<file path="src/rtl/pipe_stage_reg_pkg.sv">
// Shared pipeline-boundary definitions: register-index/control widths, NOP control
// and the default-width stage payload used at the ID/EX, EX/MEM and MEM/WB boundaries.
package pipe_pkg;

    localparam int unsigned REG_IDX_W  = 5;
    localparam int unsigned WB_CTRL_W  = 2;
    localparam int unsigned MEM_CTRL_W = 2;
    localparam int unsigned CTRL_W_DEF = WB_CTRL_W + MEM_CTRL_W;
    localparam int unsigned DATA_W_DEF = 64;

    localparam logic [CTRL_W_DEF-1:0] NOP_CTRL = '0;

    typedef struct packed {
        logic                  valid;
        logic [CTRL_W_DEF-1:0] ctrl;
        logic [DATA_W_DEF-1:0] data;
        logic [REG_IDX_W-1:0]  rd;
    } stage_t;

endpackage

</file>
<file path="src/rtl/pipe_stage_reg_if.sv">
// Handshake/payload bundle between a pipeline stage and its boundary register.
// PIPE_STAGE_REG_STATS_EN adds the stall/flush statistics counters.
interface pipe_stage_reg_if #(
    parameter int unsigned CTRL_W = 4,
    parameter int unsigned DATA_W = 64,
    parameter int unsigned RD_W   = 5,
    parameter int unsigned DEPTH  = 1
`ifdef PIPE_STAGE_REG_STATS_EN
    ,
    parameter int unsigned CNT_W  = 16
`endif
);
    localparam int unsigned OCC_W = $clog2(DEPTH + 1);

    logic              stall;
    logic              flush;
    logic              in_valid;
    logic [CTRL_W-1:0] in_ctrl;
    logic [DATA_W-1:0] in_data;
    logic [RD_W-1:0]   in_rd;
    logic              out_valid;
    logic [CTRL_W-1:0] out_ctrl;
    logic [DATA_W-1:0] out_data;
    logic [RD_W-1:0]   out_rd;
    logic [OCC_W-1:0]  occupancy;
`ifdef PIPE_STAGE_REG_STATS_EN
    logic [CNT_W-1:0]  stall_cnt;
    logic [CNT_W-1:0]  flush_cnt;
`endif

    modport master (
        output stall, flush, in_valid, in_ctrl, in_data, in_rd,
        input  out_valid, out_ctrl, out_data, out_rd, occupancy
`ifdef PIPE_STAGE_REG_STATS_EN
        , input stall_cnt, flush_cnt
`endif
    );

    modport slave (
        input  stall, flush, in_valid, in_ctrl, in_data, in_rd,
        output out_valid, out_ctrl, out_data, out_rd, occupancy
`ifdef PIPE_STAGE_REG_STATS_EN
        , output stall_cnt, flush_cnt
`endif
    );

endinterface

</file>
<file path="src/rtl/pipe_stage_reg_slot.sv">
// One pipeline stage register. Priority: clear (bubble, data kept) > hold > load.
module pipe_slot
    import pipe_pkg::*;
#(
    parameter  int unsigned CTRL_W = 4,
    parameter  int unsigned DATA_W = 64,
    parameter  int unsigned RD_W   = 5,
    localparam int unsigned SLOT_W = 1 + CTRL_W + DATA_W + RD_W
) (
    input  logic              clk,
    input  logic              rst,
    input  logic              clear,
    input  logic              hold,
    input  logic [SLOT_W-1:0] d,
    output logic [SLOT_W-1:0] q
);

    typedef struct packed {
        logic              valid;
        logic [CTRL_W-1:0] ctrl;
        logic [DATA_W-1:0] data;
        logic [RD_W-1:0]   rd;
    } slot_t;

    slot_t d_s;
    slot_t q_r;

    assign d_s = slot_t'(d);
    assign q   = SLOT_W'(q_r);

    always_ff @(posedge clk or negedge rst) begin
        if (!rst) begin
            q_r <= '0;
        end else if (clear) begin
            q_r.valid <= 1'b0;
            q_r.ctrl  <= CTRL_W'(NOP_CTRL);
            q_r.rd    <= '0;
        end else if (!hold) begin
            q_r <= d_s;
        end
    end

endmodule

</file>
<file path="src/rtl/pipe_stage_reg.sv">
// Parametrised inter-stage pipeline register (DEPTH chained slots) with stall, flush,
// NOP bubbles and occupancy. PIPE_STAGE_REG_STATS_EN adds saturating stall/flush counters.
module pipe_stage_reg
    import pipe_pkg::*;
#(
    parameter int unsigned DATA_W = DATA_W_DEF,
    parameter int unsigned CTRL_W = WB_CTRL_W + MEM_CTRL_W,
    parameter int unsigned RD_W   = REG_IDX_W,
    parameter int unsigned DEPTH  = 1
`ifdef PIPE_STAGE_REG_STATS_EN
    ,
    parameter int unsigned CNT_W  = 16
`endif
) (
    input  logic          clk,
    input  logic          rst,
    pipe_stage_reg_if.slave bus
);

    localparam int unsigned SLOT_W = 1 + CTRL_W + DATA_W + RD_W;
    localparam int unsigned OCC_W  = $clog2(DEPTH + 1);

    typedef struct packed {
        logic              valid;
        logic [CTRL_W-1:0] ctrl;
        logic [DATA_W-1:0] data;
        logic [RD_W-1:0]   rd;
    } slot_t;

    if (DEPTH < 1 || DEPTH > 4) begin : g_depth_chk
        $error("pipe_stage_reg: DEPTH=%0d outside legal range 1..4", DEPTH);
    end

    slot_t             in0;
    slot_t             last;
    logic [SLOT_W-1:0] chain [DEPTH+1];
    logic [OCC_W-1:0]  occ_r;

    // Invalid input enters as a NOP bubble: control and rd forced to zero, data passes.
    always_comb begin
        in0       = '0;
        in0.valid = bus.in_valid;
        in0.data  = bus.in_data;
        if (bus.in_valid) begin
            in0.ctrl = bus.in_ctrl;
            in0.rd   = bus.in_rd;
        end
    end

    assign chain[0] = SLOT_W'(in0);

    for (genvar i = 0; i < DEPTH; i++) begin : g_slot
        pipe_slot #(
            .CTRL_W (CTRL_W),
            .DATA_W (DATA_W),
            .RD_W   (RD_W)
        ) u_slot (
            .clk   (clk),
            .rst   (rst),
            .clear (bus.flush),
            .hold  (bus.stall),
            .d     (chain[i]),
            .q     (chain[i+1])
        );
    end

    assign last          = slot_t'(chain[DEPTH]);
    assign bus.out_valid = last.valid;
    assign bus.out_ctrl  = last.ctrl;
    assign bus.out_data  = last.data;
    assign bus.out_rd    = last.rd;
    assign bus.occupancy = occ_r;

    // Occupancy tracks the slots in the same edge: in_valid enters, last-stage valid leaves.
    always_ff @(posedge clk or negedge rst) begin
        if (!rst) begin
            occ_r <= '0;
        end else if (bus.flush) begin
            occ_r <= '0;
        end else if (!bus.stall) begin
            occ_r <= occ_r + OCC_W'(bus.in_valid) - OCC_W'(last.valid);
        end
    end

`ifdef PIPE_STAGE_REG_STATS_EN
    logic [CNT_W-1:0] stall_cnt_r;
    logic [CNT_W-1:0] flush_cnt_r;

    always_ff @(posedge clk or negedge rst) begin
        if (!rst) begin
            stall_cnt_r <= '0;
            flush_cnt_r <= '0;
        end else begin
            if (bus.flush && (flush_cnt_r != '1)) begin
                flush_cnt_r <= flush_cnt_r + CNT_W'(1);
            end
            if (bus.stall && !bus.flush && (stall_cnt_r != '1)) begin
                stall_cnt_r <= stall_cnt_r + CNT_W'(1);
            end
        end
    end

    assign bus.stall_cnt = stall_cnt_r;
    assign bus.flush_cnt = flush_cnt_r;
`endif

endmodule

</file>
<file path="src/flat_wrapper.sv">
// flat-port wrapper written by rule: the top's interface ports become plain ports
module pipe_stage_reg_flat import pipe_pkg::*;
#(
    parameter int unsigned DATA_W = DATA_W_DEF,
    parameter int unsigned CTRL_W = WB_CTRL_W + MEM_CTRL_W,
    parameter int unsigned RD_W   = REG_IDX_W,
    parameter int unsigned DEPTH  = 1

)
  (clk, rst, bus_stall, bus_flush, bus_in_valid, bus_in_ctrl, bus_in_data, bus_in_rd, bus_out_valid, bus_out_ctrl, bus_out_data, bus_out_rd, bus_occupancy);
  pipe_stage_reg_if #(.CTRL_W(CTRL_W), .DATA_W(DATA_W), .RD_W(RD_W), .DEPTH(DEPTH)) bus_i ();
  input  logic clk;
  input  logic rst;
  input wire logic [$bits(bus_i.stall)-1:0] bus_stall;
  input wire logic [$bits(bus_i.flush)-1:0] bus_flush;
  input wire logic [$bits(bus_i.in_valid)-1:0] bus_in_valid;
  input wire logic [$bits(bus_i.in_ctrl)-1:0] bus_in_ctrl;
  input wire logic [$bits(bus_i.in_data)-1:0] bus_in_data;
  input wire logic [$bits(bus_i.in_rd)-1:0] bus_in_rd;
  output wire logic [$bits(bus_i.out_valid)-1:0] bus_out_valid;
  output wire logic [$bits(bus_i.out_ctrl)-1:0] bus_out_ctrl;
  output wire logic [$bits(bus_i.out_data)-1:0] bus_out_data;
  output wire logic [$bits(bus_i.out_rd)-1:0] bus_out_rd;
  output wire logic [$bits(bus_i.occupancy)-1:0] bus_occupancy;
  assign bus_i.stall = bus_stall;
  assign bus_i.flush = bus_flush;
  assign bus_i.in_valid = bus_in_valid;
  assign bus_i.in_ctrl = bus_in_ctrl;
  assign bus_i.in_data = bus_in_data;
  assign bus_i.in_rd = bus_in_rd;
  assign bus_out_valid = bus_i.out_valid;
  assign bus_out_ctrl = bus_i.out_ctrl;
  assign bus_out_data = bus_i.out_data;
  assign bus_out_rd = bus_i.out_rd;
  assign bus_occupancy = bus_i.occupancy;
  pipe_stage_reg #(.DATA_W(DATA_W), .CTRL_W(CTRL_W), .RD_W(RD_W), .DEPTH(DEPTH)) u_core (.clk(clk), .rst(rst), .bus(bus_i));
endmodule
</file>
<file path="config.mk">
export PLATFORM = sky130hd
export DESIGN_NAME = pipe_stage_reg_flat
export DESIGN_NICKNAME = d
export VERILOG_FILES = /design/src/rtl/pipe_stage_reg_pkg.sv /design/src/rtl/pipe_stage_reg_if.sv /design/src/rtl/pipe_stage_reg_slot.sv /design/src/rtl/pipe_stage_reg.sv /design/src/flat_wrapper.sv
export SDC_FILE = /design/constraint.sdc
export NUM_CORES = 1
export LEC_CHECK = 0
export BUFFER_PORTS_ARGS = -buffer_cell sky130_fd_sc_hd__clkbuf_2
export CAP_MARGIN = 5
export CORE_AREA = 2 2 74 94
export CTS_CLUSTER_DIAMETER = 150
export CTS_CLUSTER_SIZE = 24
export DETAILED_ROUTE_END_ITERATION = 6
export DIE_AREA = 0 0 76 96
export PLACE_DENSITY = 0.79
export SLEW_MARGIN = 20
export SYNTH_ARGS = -nofsm -noshare
export SYNTH_HDL_FRONTEND = slang
export SYNTH_SLANG_ARGS = --single-unit
</file>
<file path="constraint.sdc">
create_clock -name clk -period 2.58 [get_ports clk]
set_clock_uncertainty 0.15 [all_clocks]
set_input_delay 0.258 -clock clk [delete_from_list [all_inputs] [get_ports clk]]
set_output_delay 0.258 -clock clk [all_outputs]
set_load 0.02 [all_outputs]
</file>
==> out/qor.yml <==
synthCells: 176
relSlewSlack: 0.389
hold_viol: 0
avgViaCountPerCell: 4.68
area_growth_pct: 55.5
synth_common_cells: "75 x dfrtp_1, 59 x mux2_2, 8 x a22oi_1, 8 x nor2_1, 5 x mux2_1"
yosys_warnings: 0
drt_iter0_markers: 66
yosys.cell_types.count: 17
grt_usage: 0.192
seq_power_share: 0.490
fin_setup_tns_ns: 0
antenna_found_initial: 0
io_pins: 153
rows: 33
insertedDiodeCount: 0
leakage_nw: 2.17
nets: 466
max_stage_delay_ns: 0.50
seq_area_um2: 1880
multi_input_area_um2: 878
ant_nets: 0
min_period_ns: 1.54
power.internal_mw: 2.01
grt_pass1_wl_um: 10900
design.die.area_um2: 7300
start_util: 0.442
p_switching_uw: 885
fp.dieH_um: 96
synth_seq_cells: 75
status: "finished, final reports clean"
ys.flop_type: "dfrtp_1"
cts_buffer_depth: 2
syn_area_per_cell_um2: 16.1
yosysTopAreaCellShare: 0.663
fill_cells: 448
routed_wl_um: 6920
root_buffer: "clkbuf_8"
endpoint_kind: "register"
htreeDepth: 3
grt_overflow_total: 0
finalWeightedCongestion: 0.678
synth_edf_count: 0
p_comb_frac: 0.247
path_class: "input port to register"
yosysMostFrequentCell: "dfrtp_1"
path_clk_slew_ns: 0.07
core-area_um2: 6400
netlist_area_um2: 2830
r2r_slack_ns: 1.37
vias: 2248
cp_max_fo: 27
worstPathRequired_ns: 2.64
finalPower_mw: 2.89
fp.dieW_um: 76
async_flop_share: 1.00
cp_cell_sequence: "clkbuf_2 > nor2_4 > buf_12 > mux2_2"
start_kind: "input port"
synth_nets: 254
yosysTopAreaCell: "dfrtp_1"
io_buffer_count: 152
first_pass_iters: 4
clkLatencyLatePin_ns: 0.33
numPlacedInstances: 408
drive_gt1_frac: 0.585
arrival_ns: 1.60
cts_buffers: 9
synth_area_leaders: "dfrtp_1 66%, mux2_2 23%, a22oi_1 2.1%"
wl_per_cell_um: 14.4
p_per_area_nw_per_um2: 657
clkPwrFrac: 0.263
slowest_stage: "nor2_4"
grt_pass1_vias: 2389
vdd_drop_max_mv: 0.462
maxSlewViolCount: 0
drc: 0
grt_max_degree: 76
rsz0062_at_grt: "no"
cap_violations: 0
p_sw_frac: 0.306
post-route-util: 0.688
cts.sinks: 75
min_path_type: "input port to register"
holdWs_ns: 0.0173
setup_viol: 0
worstMarginPinSlew_ns: 0.917
synth_seq_area_share: 0.663
cts_resized: 0
fmax_mhz: 649
cts_tree: "built"
final_cells: 480
post-route-period-util: 0.597
dp_hpwl_um: 4110
cell usage in the layout, fill, tap and decap left out, drive strengths merged:
cell,count
a21oi,3
a22oi,8
buf,3
clkbuf,160
clkinv,6
clkinvlp,1
dfrtp,75
dlygate4sd3,56
inv,1
mux2,64
nand2,2
nand3b,1
nor2,9
nor2b,1
o21ai,1
or3,1
xnor2,1
flip-flops by register name, summed over array words and instances, names as in the netlist:
name,count
u_core.g_slot.u_slot.q,74
u_core.bus.occupancy,1
through the flow:
stage,worst slack (ns),instance area [um^2]
after floorplan,1.28,2830
after global placement,0.721,3670
after detailed placement,0.677,3670
after CTS,1.05,4370
after global routing,0.979,4400
final,1.04,4400
worst paths after layout:
kind,depth (start not counted),endpoint,from
setup / recovery,4,u_core.g_slot[0].u_slot.q[28],bus_stall
hold / removal,2,u_core.g_slot[0].u_slot.q[15],bus_in_data[10]
setup reg to reg,3,u_core.bus.occupancy,u_core.g_slot[0].u_slot.q[73]
hold reg to reg,1,u_core.g_slot[0].u_slot.q[5],u_core.g_slot[0].u_slot.q[5]
max in group asynchronous,2,u_core.g_slot[0].u_slot.q[16],rst
min in group asynchronous,2,u_core.g_slot[0].u_slot.q[56],rst
power by group through the flow:
stage          clock, mW  sequential (mW)  combinational (mW)
2_1_floorplan          0             1.62               0.181
3_3_place_gp           0             1.43               0.634
3_5_place_dp           0             1.44               0.647
4_1_cts            0.795             1.42               0.710
5_1_grt            0.844             1.44               0.768
6_report           0.760             1.42               0.715
critical path, delay by kind of cell:
| kind | cells | cell delay [ns] |
|---|---|---|
| buffers and inverters | 2 | 0.47 |
| muxes | 1 | 0.35 |
| and+or+nand+nor | 1 | 0.50 |
per-layer routing:
layer  wire length, um  vias up  global-route usage
met3               445       17              0.0572
met2              3730      101               0.346
li1                  -     1046                   -
met5                 0        -                   0
met1              2580     1084               0.212
met4               166        0              0.0894
area by class of cell:
class	instances	share of cell area
clock buffer	9	0.0281
clock inverter	7	0.0102
inverter	1	0.000853
multi-input combinational	91	0.200
sequential	75	0.426
tap	87	0.0247
timing repair buffer	210	0.310
repair_timing:
item / in CTS / in global routing
buffers inserted: 0 / 0
hold buffers: 53 / 3
hold endpoints to repair: 127 / 3
cells by family (layout without fill, tap and decap cells):
kind of cell	count (synthesis)	after routing	synth area share
flops	75	75	0.663
mux	64	64	0.255
simple gates	14	14	0.0243
compound gates	12	12	0.0283
buf+inv	10	227	0.0265
xor+xnor	1	1	0.00310
(Power assumes the default switching activity.)
